## src/rtl/half_layer_sequencer_pkg.sv

```systemverilog
// Shared types for the half-precision layer sequencer: half word, FSM states,
// ReLU on a half value and an address-width helper.
package half_nn_pkg;

  typedef logic [15:0] half_t;

  localparam half_t HALF_ZERO = 16'h0000;

  typedef enum logic [2:0] {
    ST_IDLE  = 3'd0,
    ST_ISSUE = 3'd1,
    ST_WAIT  = 3'd2,
    ST_WRITE = 3'd3,
    ST_FIN   = 3'd4
  } state_t;

  // Any value with the sign bit set (negatives, -0, negative NaN) clamps to +0.
  function automatic half_t half_relu(input half_t x);
    return x[15] ? HALF_ZERO : x;
  endfunction

  // Index width that never collapses to zero bits for a single-entry range.
  function automatic int unsigned addr_w(input int unsigned n);
    return (n > 1) ? $clog2(n) : 1;
  endfunction

endpackage

```

## src/rtl/half_layer_sequencer_if.sv

```systemverilog
// Operand/result channel between the layer sequencer and the shared half MAC.
interface half_layer_sequencer_if #(
  parameter int unsigned N_IN  = 784,
  parameter int unsigned N_OUT = 50
);
  import half_nn_pkg::*;

  localparam int unsigned XW = addr_w(N_IN);
  localparam int unsigned WW = addr_w(N_IN * N_OUT);
  localparam int unsigned BW = addr_w(N_OUT);

  logic          op_valid;
  logic          op_ready;
  logic          op_first;
  logic          op_last;
  logic [XW-1:0] x_addr;
  logic [WW-1:0] w_addr;
  logic [BW-1:0] b_addr;
  logic          res_valid;
  half_t         res_data;

  modport master (
    output op_valid, op_first, op_last, x_addr, w_addr, b_addr,
    input  op_ready, res_valid, res_data
  );

  modport slave (
    input  op_valid, op_first, op_last, x_addr, w_addr, b_addr,
    output op_ready, res_valid, res_data
  );

endinterface

```

## src/rtl/half_layer_sequencer_counter.sv

```systemverilog
// Saturating up-counter with synchronous clear and terminal-count flag.
module half_seq_counter #(
  parameter int unsigned LAST = 1,
  parameter int unsigned W    = 1
) (
  input  logic         clk,
  input  logic         rstn,
  input  logic         inc,
  input  logic         clr,
  output logic [W-1:0] count,
  output logic         at_last
);

  logic [W-1:0] r_count;
  logic         w_at_last;

  assign w_at_last = (r_count == W'(LAST));

  // Clear wins over increment; increment stops at the terminal count.
  always_ff @(posedge clk or negedge rstn) begin
    if (!rstn) begin
      r_count <= '0;
    end else if (clr) begin
      r_count <= '0;
    end else if (inc && !w_at_last) begin
      r_count <= r_count + W'(1);
    end
  end

  assign count   = r_count;
  assign at_last = w_at_last;

endmodule

```

## src/rtl/half_layer_sequencer.sv

```systemverilog
// Walks one fully-connected layer through a shared half-precision MAC:
// streams x/W/b addresses per neuron, then writes the (optionally ReLU'd) result.
module half_layer_sequencer
  import half_nn_pkg::*;
#(
  parameter int unsigned  N_IN    = 784,
  parameter int unsigned  N_OUT   = 50,
  parameter int unsigned  RELU_EN = 1,
  localparam int unsigned BW      = addr_w(N_OUT)
) (
  input  logic                    clk,
  input  logic                    rstn,
  input  logic                    start,
  input  logic                    abort,
  output logic                    busy,
  output logic                    done,
  half_layer_sequencer_if.master  mac,
  output logic                    wr_en,
  output logic [BW-1:0]           wr_addr,
  output half_t                   wr_data,
  output logic                    err
);

  localparam int unsigned   XW     = addr_w(N_IN);
  localparam int unsigned   WW     = addr_w(N_IN * N_OUT);
  localparam logic [WW-1:0] W_STEP = WW'(N_OUT);

  state_t        r_state;
  state_t        w_state_nxt;
  logic [XW-1:0] w_i;
  logic [BW-1:0] w_j;
  logic          w_i_last;
  logic          w_j_last;
  logic [WW-1:0] r_w_addr;
  half_t         r_wr_data;
  logic          r_err;

  logic w_start_ok;
  logic w_hs;
  logic w_res_ok;
  logic w_wr_fire;
  logic w_i_clr;
  logic w_j_clr;

  assign w_start_ok = (r_state == ST_IDLE) && start;
  assign w_hs       = (r_state == ST_ISSUE) && mac.op_ready && !abort;
  assign w_res_ok   = (r_state == ST_WAIT) && mac.res_valid && !abort;
  assign w_wr_fire  = (r_state == ST_WRITE) && !abort;
  assign w_i_clr    = w_start_ok || w_wr_fire || abort;
  assign w_j_clr    = w_start_ok || abort;

  half_seq_counter #(.LAST(N_IN - 1), .W(XW)) u_i_cnt (
    .clk     (clk),
    .rstn    (rstn),
    .inc     (w_hs),
    .clr     (w_i_clr),
    .count   (w_i),
    .at_last (w_i_last)
  );

  half_seq_counter #(.LAST(N_OUT - 1), .W(BW)) u_j_cnt (
    .clk     (clk),
    .rstn    (rstn),
    .inc     (w_wr_fire),
    .clr     (w_j_clr),
    .count   (w_j),
    .at_last (w_j_last)
  );

  always_ff @(posedge clk or negedge rstn) begin
    if (!rstn) begin
      r_state <= ST_IDLE;
    end else begin
      r_state <= w_state_nxt;
    end
  end

  // Abort outranks every other event once a pass is running.
  always_comb begin
    w_state_nxt = r_state;
    if (abort && (r_state != ST_IDLE)) begin
      w_state_nxt = ST_IDLE;
    end else begin
      case (r_state)
        ST_IDLE:  if (start) w_state_nxt = ST_ISSUE;
        ST_ISSUE: if (mac.op_ready && w_i_last) w_state_nxt = ST_WAIT;
        ST_WAIT:  if (mac.res_valid) w_state_nxt = ST_WRITE;
        ST_WRITE: w_state_nxt = w_j_last ? ST_FIN : ST_ISSUE;
        ST_FIN:   w_state_nxt = ST_IDLE;
        default:  w_state_nxt = ST_IDLE;
      endcase
    end
  end

  always_comb begin
    busy         = 1'b0;
    done         = 1'b0;
    wr_en        = 1'b0;
    mac.op_valid = 1'b0;
    mac.op_first = 1'b0;
    mac.op_last  = 1'b0;
    busy         = (r_state != ST_IDLE);
    case (r_state)
      ST_ISSUE: begin
        mac.op_valid = 1'b1;
        mac.op_first = (w_i == '0);
        mac.op_last  = w_i_last;
      end
      ST_WRITE: wr_en = 1'b1;
      ST_FIN:   done  = 1'b1;
      default:  ;
    endcase
  end

  // Running weight address: +N_OUT per term, restarts at column j per neuron.
  always_ff @(posedge clk or negedge rstn) begin
    if (!rstn) begin
      r_w_addr <= '0;
    end else if (w_start_ok || abort) begin
      r_w_addr <= '0;
    end else if (w_hs && !w_i_last) begin
      r_w_addr <= r_w_addr + W_STEP;
    end else if (w_wr_fire && !w_j_last) begin
      r_w_addr <= WW'(w_j) + WW'(1);
    end
  end

  always_ff @(posedge clk or negedge rstn) begin
    if (!rstn) begin
      r_wr_data <= HALF_ZERO;
    end else if (w_res_ok) begin
      r_wr_data <= (RELU_EN != 0) ? half_relu(mac.res_data) : mac.res_data;
    end
  end

  // A stray result strobe is sticky until the next accepted start.
  always_ff @(posedge clk or negedge rstn) begin
    if (!rstn) begin
      r_err <= 1'b0;
    end else if (mac.res_valid && (r_state != ST_WAIT)) begin
      r_err <= 1'b1;
    end else if (w_start_ok) begin
      r_err <= 1'b0;
    end
  end

  assign mac.x_addr = w_i;
  assign mac.w_addr = r_w_addr;
  assign mac.b_addr = w_j;
  assign wr_addr    = w_j;
  assign wr_data    = r_wr_data;
  assign err        = r_err;

endmodule

```

## src/flat_wrapper.sv

```systemverilog
// flat-port wrapper written by rule: the top's interface ports become plain ports
module half_layer_sequencer_flat import half_nn_pkg::*;
#(
  parameter int unsigned  N_IN    = 784,
  parameter int unsigned  N_OUT   = 50,
  parameter int unsigned  RELU_EN = 1,
  localparam int unsigned BW      = addr_w(N_OUT)
)
  (clk, rstn, start, abort, busy, done, wr_en, wr_addr, wr_data, err, mac_op_valid, mac_op_first, mac_op_last, mac_x_addr, mac_w_addr, mac_b_addr, mac_op_ready, mac_res_valid, mac_res_data);
  half_layer_sequencer_if #(.N_IN(N_IN), .N_OUT(N_OUT)) mac_i ();
  input  logic clk;
  input  logic rstn;
  input  logic start;
  input  logic abort;
  output logic busy;
  output logic done;
  output logic wr_en;
  output logic [BW-1:0] wr_addr;
  output half_t wr_data;
  output logic err;
  output wire logic [$bits(mac_i.op_valid)-1:0] mac_op_valid;
  output wire logic [$bits(mac_i.op_first)-1:0] mac_op_first;
  output wire logic [$bits(mac_i.op_last)-1:0] mac_op_last;
  output wire logic [$bits(mac_i.x_addr)-1:0] mac_x_addr;
  output wire logic [$bits(mac_i.w_addr)-1:0] mac_w_addr;
  output wire logic [$bits(mac_i.b_addr)-1:0] mac_b_addr;
  input wire logic [$bits(mac_i.op_ready)-1:0] mac_op_ready;
  input wire logic [$bits(mac_i.res_valid)-1:0] mac_res_valid;
  input wire logic [$bits(mac_i.res_data)-1:0] mac_res_data;
  assign mac_op_valid = mac_i.op_valid;
  assign mac_op_first = mac_i.op_first;
  assign mac_op_last = mac_i.op_last;
  assign mac_x_addr = mac_i.x_addr;
  assign mac_w_addr = mac_i.w_addr;
  assign mac_b_addr = mac_i.b_addr;
  assign mac_i.op_ready = mac_op_ready;
  assign mac_i.res_valid = mac_res_valid;
  assign mac_i.res_data = mac_res_data;
  half_layer_sequencer #(.N_IN(N_IN), .N_OUT(N_OUT), .RELU_EN(RELU_EN)) u_core (.clk(clk), .rstn(rstn), .start(start), .abort(abort), .busy(busy), .done(done), .mac(mac_i), .wr_en(wr_en), .wr_addr(wr_addr), .wr_data(wr_data), .err(err));
endmodule
```

## config.mk

```make
export PLATFORM = sky130hd
export DESIGN_NAME = half_layer_sequencer_flat
export DESIGN_NICKNAME = d
export VERILOG_FILES = /design/src/rtl/half_layer_sequencer_pkg.sv /design/src/rtl/half_layer_sequencer_if.sv /design/src/rtl/half_layer_sequencer_counter.sv /design/src/rtl/half_layer_sequencer.sv /design/src/flat_wrapper.sv
export SDC_FILE = /design/constraint.sdc
export NUM_CORES = 1
export LEC_CHECK = 0
export ABC_CLOCK_PERIOD_IN_PS = 2280
export CAP_MARGIN = 20
export CORE_MARGIN = 4
export CORE_UTILIZATION = 45
export CTS_BUF_LIST = sky130_fd_sc_hd__clkbuf_2
export DETAILED_ROUTE_END_ITERATION = 7
export PLACE_DENSITY = 0.75
export SETUP_SLACK_MARGIN = 0.4
export SKIP_LAST_GASP = 1
export SYNTH_ARGS = -nofsm -noshare
export SYNTH_HDL_FRONTEND = slang
export SYNTH_HIERARCHICAL = 1
export SYNTH_SLANG_ARGS = --single-unit
```

## constraint.sdc

```tcl
create_clock -name clk -period 2.28 [get_ports clk]
set_input_delay 0.684 -clock clk [delete_from_list [all_inputs] [get_ports clk]]
set_output_delay 0.684 -clock clk [all_outputs]
set_load 0.02 [all_outputs]
```

==> impl_metrics.csv, run 1 <==
group,metric,value,unit
sta,whs,0.183,ns
drt,drt-vias-per-instance,5.92,
setup_path,reg2reg_slack,-0.06,ns
finish,multi_input_area,0.00195,sq mm
synth,syn-cell-area,0.00307,sq mm
pwr,switching_share,0.394,
synth,synth-seq-area-share,0.416,
pwr,pwr-share-comb,0.560,
sta,rsz0062_at_grt,"yes",
clock_tree,clk_latency,0.42,ns
synth,synth.area.top_cells,"dfrtp_1, nand2_1, o21ai_0, nand2b_1, a21oi_1",
drt,ant_nets,0,
finish,stdcell_count,613,
synth,synth_area_per_cell,9.33,sq um
finish,num_antenna_cells,0,
drt,wl_per_cell,18.5,um
synth,synth.largest_area_cell,"dfrtp_1",
global_routing,track_usage,0.230,
pwr,p_int,0.00226,W
sta,fmax,0.412,GHz
pwr,clockPowerShare,0.129,
clock_tree,path_clk_slew,0.28,ns
pwr,power.switching,0.00147,W
synth,syn_nets,356,
global_routing,grt_max_degree,52,
pwr,p_leak,2.50,nW
synth,synth_edf_count,0,
setup_path,cp.arrival,1.74,ns
drt,vias,3629,
placed_design,dp.cells,529,
setup_path,reg2reg_depth,12,
die,ios,83,
setup_path,rr_startpoint,"u_core/u_i_cnt/count[1]",
synth,async_flop_share,1.00,
clock_tree,cts_buffers,5,
drt,wirelength,11400,um
global_routing,grt_pass1_vias,3285,
pwr,power.total,0.00373,W
synth,ys.flop_type,"dfrtp_1",
clock_tree,clkSinkCount,51,
clock_tree,htree_levels,2,
finish,nFillCells,359,
clock_tree,cts_tree,"built",
run_status,status,"finished, violations left",
placed_design,hpwl,6220,um
finish,drive_gt1_frac,0.537,
die,start_util,0.473,
pwr,powerDensity,685,mW/mm^2
pwr,peakVddDrop,605,uV
pwr,seq_power_share,0.311,
die,dieArea,0.00821,sq mm
min_path,min-delay-path-class,"in2async",
drt,drc,0,
setup_path,r2r_end,"u_core/mac.w_addr[13]",
synth,synth.most_common_cell,"dfrtp_1",
finish,regArea,0.00130,sq mm
global_routing,overflow,0,
die,fp.dieH,90.6,um
setup_path,path_class,"reg2out",
flow_run,cap_violations,0,
finish,area_growth,77.1,%
global_routing,grt_first_pass_wirelength,15700,um
synth,synth_cell_types,67,
placed_design,place_congestion,0.856,
setup_path,path_max_fanout,3,
die,core,0.00649,sq mm
sta,clock_skew,0.0353,ns
synth,synthTopCellsByCount,"dfrtp_1, nand2_1, o21ai_0, nand2b_1, nor2_1",
sta,slew_headroom,0.633,
finish,nets,562,
clock_tree,hold_buffers,0,
sta,tightest_slew,0.547,ns
clock_tree,cts_root_buf,"clkbuf_2",
sta,drv_slew,0,
clock_tree,cts_buffer_depth,2,
global_routing,antenna_found_initial,0,
sta,timing.final.ws_setup,-0.148,ns
sta,min_period_over_period,1.06,
synth,syn_inst,329,
run_status,violations,"negative setup slack",
setup_path,crit_path_start_kind,"flop",
synth,synth_seq_cells,51,
sta,min_period,2.43,ns
setup_path,cp-end-kind,"output port",
synth,yosysWarnings,6,
sta,setup_viol,6,
die,die_x,90.6,um
die,row_count,29,
placed_design,port_buffers,81,
setup_path,required,1.60,ns
sta,final_hold_viol_count,0,
synth,synth_top_area_frac,0.416,
drt,drtIter0Drc,205,
drt,first_pass_iters,5,
## what timing repair did
item,CTS,global route
setup buffers,45,30
hold endpoints to repair,0,0
pin swaps,25,27
cloned,1,0
resized for setup,262,117
setup endpoints to repair,87,86
## registers in the layout, summed over array words and instances, names as in the netlist
| signal | flops |
|---|---|
| u_core/err | 1 |
| u_core/u_j_cnt/count | 6 |
| u_core/r_state | 3 |
| u_core/mac.w_addr | 16 |
| u_core/u_i_cnt/count | 10 |
| u_core/wr_data | 15 |
## cell families (layout without fill, tap and decap cells)
group / count (synthesis) / count (layout) / share of synthesized area
fa+ha+maj: 5 / 5 / 0.0204
buf+inv: 31 / 238 / 0.0603
xor+xnor: 7 / 7 / 0.0200
simple gates: 145 / 145 / 0.276
mux: 3 / 3 / 0.0102
other cells: 1 / 1 / 0.00122
compound gates: 86 / 86 / 0.196
flops: 51 / 51 / 0.416
## worst max-delay path, cell delays in order (launching register included)
cell and delay (ns):
dfrtp_2 0.48, buf_6 0.12, nor4b_4 0.25, and3_4 0.23
and3_4 0.17, buf_6 0.11
## placed cells by master, fill, tap and decap left out, drive strengths merged, types with 15 or more instances in the layout
cell type	instances
buf	174
dfrtp	51
nand2	36
clkbuf	28
o21ai	27
clkdlybuf4s50	19
nand2b	18
nor2	16
nor3	16
a21oi	15
## metal layers
layer,global-route usage,share of wire
met3,0.0358,0.084
met1,0.292,0.38
met4,0.0702,0.030
met2,0.401,0.51
met5,0,0
## how the worst max path moves through the flow
| stage | startpoint | to | cells past startpoint |
|---|---|---|---|
| detailed placement | abort | u_core/u_i_cnt/count[7] | 5 |
| finish | u_core/u_i_cnt/count[4] | mac_op_last | 5 |
| global placement | abort | u_core/u_i_cnt/count[7] | 5 |
| CTS | u_core/u_i_cnt/count[1] | mac_op_first | 3 |
| floorplan | u_core/u_i_cnt/count[6] | mac_op_last | 3 |
| global route | u_core/u_i_cnt/count[5] | mac_op_first | 4 |
## metrics by stage
step,worst slack (ns),setup TNS (ns),util,cell area [sq um]
after floorplan,0.258,0,-,3170
after global placement,-0.171,-1.99,0.681,4420
after detailed placement,-0.211,-3.03,0.681,4420
after CTS,-0.171,-0.341,0.779,5060
after global routing,-0.300,-1.50,0.837,5440
final,-0.148,-0.423,0.837,5440
## power by group through the flow
stage	combinational, W	sequential (W)	clock, W
6_report	0.00209	0.00116	0.000480
3_5_place_dp	0.00160	0.00120	0
3_3_place_gp	0.00156	0.00119	0
4_1_cts	0.00183	0.00115	0.000480
2_1_floorplan	0.000679	0.00137	0
5_1_grt	0.00221	0.00118	0.000514
## layout make-up
cell class / count / area share
well taps: 77 / 0.0177
multi-input cells: 247 / 0.358
clock buffers: 5 / 0.00460
flip-flops and latches: 51 / 0.239
repair buffers: 218 / 0.365
clock inverters: 3 / 0.00713
inverters: 12 / 0.00874
Power figures use the tool's default switching activity.
==> run 2: changes to the inputs <==
--- a/config.mk
+++ b/config.mk
@@ -14,6 +14,7 @@
 export PLACE_DENSITY = 0.75
 export SETUP_SLACK_MARGIN = 0.4
 export SKIP_LAST_GASP = 1
+export SLEW_MARGIN = 15
 export SYNTH_ARGS = -nofsm -noshare
 export SYNTH_HDL_FRONTEND = slang
 export SYNTH_HIERARCHICAL = 1
==> results of run 2 <==
No change in the layout: final DEF, timing and power equal those of run 1.
==> run 3: changes to the inputs <==
--- a/config.mk
+++ b/config.mk
@@ -11,7 +11,7 @@
 export CORE_UTILIZATION = 45
 export CTS_BUF_LIST = sky130_fd_sc_hd__clkbuf_2
 export DETAILED_ROUTE_END_ITERATION = 7
-export PLACE_DENSITY = 0.75
+export PLACE_DENSITY = 0.84
 export SETUP_SLACK_MARGIN = 0.4
 export SKIP_LAST_GASP = 1
 export SLEW_MARGIN = 15
==> run 3 against run 2 <==
  * The flow still finishes with violations (negative setup slack)
  * Maximum frequency fell by 4.4%
  * Critical path type unchanged
  * Routed wire length rose by 7.7%
  * Largest cell class is now multi-input gates
  * Final cell count fell by 0.33%
  * Combinational power barely moved
  * Hold slack got worse by 0.022 ns
  * Utilization fell by 0.75 points
==> impl_metrics.csv, run 3 (synthesized netlist as in run 1, its figures left out) <==
group,metric,value,unit
setup_path,critPathTopFamily,"simple AND/OR/NAND/NOR gates",
sta,tightest_slew,0.712,ns
placed_design,place_congestion,0.791,
sta,timing.final.ws_setup,-0.260,ns
run_status,violations,"negative setup slack",
sta,setup_viol,19,
finish,area_growth,75.6,%
finish,final_common_cell,"buf_4",
finish,nets,560,
sta,rsz0062_at_grt,"yes",
sta,slew_headroom,0.522,
die,start_util,0.473,
die,ios,83,
global_routing,grt_first_pass_wirelength,16700,um
run_status,status,"finished, violations left",
pwr,p_leak,2.46,nW
sta,min_period_over_period,1.11,
clock_tree,htree_levels,2,
setup_path,slowest_delay,0.49,ns
setup_path,crit_buf_inv,2,
die,dieArea,0.00821,sq mm
setup_path,r2r_end,"u_core/mac.w_addr[5]",
placed_design,port_buffers,81,
setup_path,slowest_stage,"dfrtp_2",
finish,drive_gt1_frac,0.543,
setup_path,startpoint,"u_core/u_i_cnt/count[4]",
global_routing,grt_max_degree,52,
finish,fin_util,0.830,
global_routing,grt_pass1_vias,3417,
global_routing,overflow,0,
sta,min_period,2.54,ns
die,fp.dieH,90.6,um
setup_path,path_class,"reg2out",
drt,wirelength,12200,um
clock_tree,clk_latency,0.45,ns
pwr,power.total,0.00384,W
clock_tree,cts_root_buf,"clkbuf_2",
clock_tree,cts_buffer_depth,2,
pwr,peakVddDrop,631,uV
clock_tree,cts_tree,"built",
clock_tree,cts_buffers,5,
finish,num_antenna_cells,0,
setup_path,path_depth,5,
die,core,0.00649,sq mm
setup_path,crit_end,"mac_op_last",
setup_path,rr_startpoint,"u_core/u_i_cnt/count[3]",
setup_path,required,1.60,ns
setup_path,path_cells,"buf_6, nor4b_4, and3_4, and3_4, buf_6",
setup_path,reg2reg_slack,-0.17,ns
die,die_x,90.6,um
drt,first_pass_iters,5,
global_routing,antenna_found_initial,0,
sta,whs,0.161,ns
clock_tree,clkSinkCount,51,
global_routing,track_usage,0.246,
sta,final_hold_viol_count,0,
drt,wl_per_cell,20.0,um
drt,ant_nets,0,
finish,largest_reg_flops,16,
drt,vias,3721,
sta,drv_slew,0,
setup_path,cp-end-kind,"output port",
sta,fmax,0.394,GHz
pwr,powerDensity,713,mW/mm^2
flow_run,cap_violations,0,
placed_design,place_ws,-0.190,ns
setup_path,cp.arrival,1.86,ns
finish,nFillCells,350,
clock_tree,hold_buffers,0,
setup_path,crit_path_start_kind,"flop",
min_path,min-delay-path-class,"in2async",
finish,final_cell_mix,"buf_4, buf_6, dfrtp_1, nand2_1, clkbuf_2",
sta,clock_skew,0.0164,ns
clock_tree,path_clk_slew,0.29,ns
setup_path,reg2reg_depth,11,
die,row_count,29,
placed_design,hpwl,6050,um
setup_path,path_max_fanout,2,
drt,drt-vias-per-instance,6.09,
drt,drc,0,
drt,drtIter0Drc,228,
==> run 3: cell types whose count changed in the layout (fill, tap and decap cells not counted), moves of 2 or more <==
cell        previous run  this run
buf_2                 12        18
o21ai_2                0         2
nor3_2                 1         4
o21ai_1                6         3
clkbuf_2              28        22
nor3_1                11         9
buf_6                 66        71
clkinvlp_4             0         2
buf_12                 8         4
==> run 3: repair_timing <==
item / 4_1_cts / 5_1_grt
setup endpoints to repair: 84 / 89
gates cloned: 1 / 0
pin swaps: 20 / 28
resized for setup: 283 / 105
setup buffers: 54 / 26
==> run 3: cell type report <==
class                           count  area [sq um]  share of cell area
Multi-Input combinational cell    247          1940               0.360
Timing Repair Buffer              216          1910               0.355
Sequential cell                    51          1300               0.241
Tap cell                           77          96.3              0.0179
Clock inverter                      3          67.6              0.0125
Inverter                           12          48.8             0.00905
Clock buffer                        5          25.0             0.00464
==> run 3: per-stage QoR <==
stage	area [sq um]	TNS, ns	cells
3_5_place_dp	4360	-1.74	522
3_3_place_gp	4360	-1.09	522
4_1_cts	5120	-0.466	585
5_1_grt	5390	-2.51	611
2_1_floorplan	3170	0	329
6_report	5390	-1.98	611
==> run 3: how the worst min path moves through the flow <==
stage	from	to	slack [ns]	cells past startpoint
final	rstn	u_core/u_i_cnt/count[0]	0.16	2
after global routing	rstn	u_core/mac.w_addr[2]	0.16	2
after CTS	rstn	u_core/wr_data[5]	0.18	2
after detailed placement	u_core/wr_data[4]	u_core/wr_data[4]	0.47	2
after global placement	u_core/wr_data[4]	u_core/wr_data[4]	0.46	2
after floorplan	rstn	u_core/err	0.39	0
==> run 3: report_power, final <==
| group | switching, W | internal (W) |
|---|---|---|
| clock | 0.000322 | 0.000293 |
| sequential | 0.0000957 | 0.00106 |
| combinational | 0.00110 | 0.000968 |
==> run 3: layer usage <==
metal / GRT usage / up-vias / part of all wire
met3: 0.0508 / 55 / 0.067
li1: - / 1622 / -
met5: 0 / - / 0
met1: 0.301 / 1825 / 0.40
met2: 0.431 / 219 / 0.50
met4: 0.0765 / 0 / 0.036
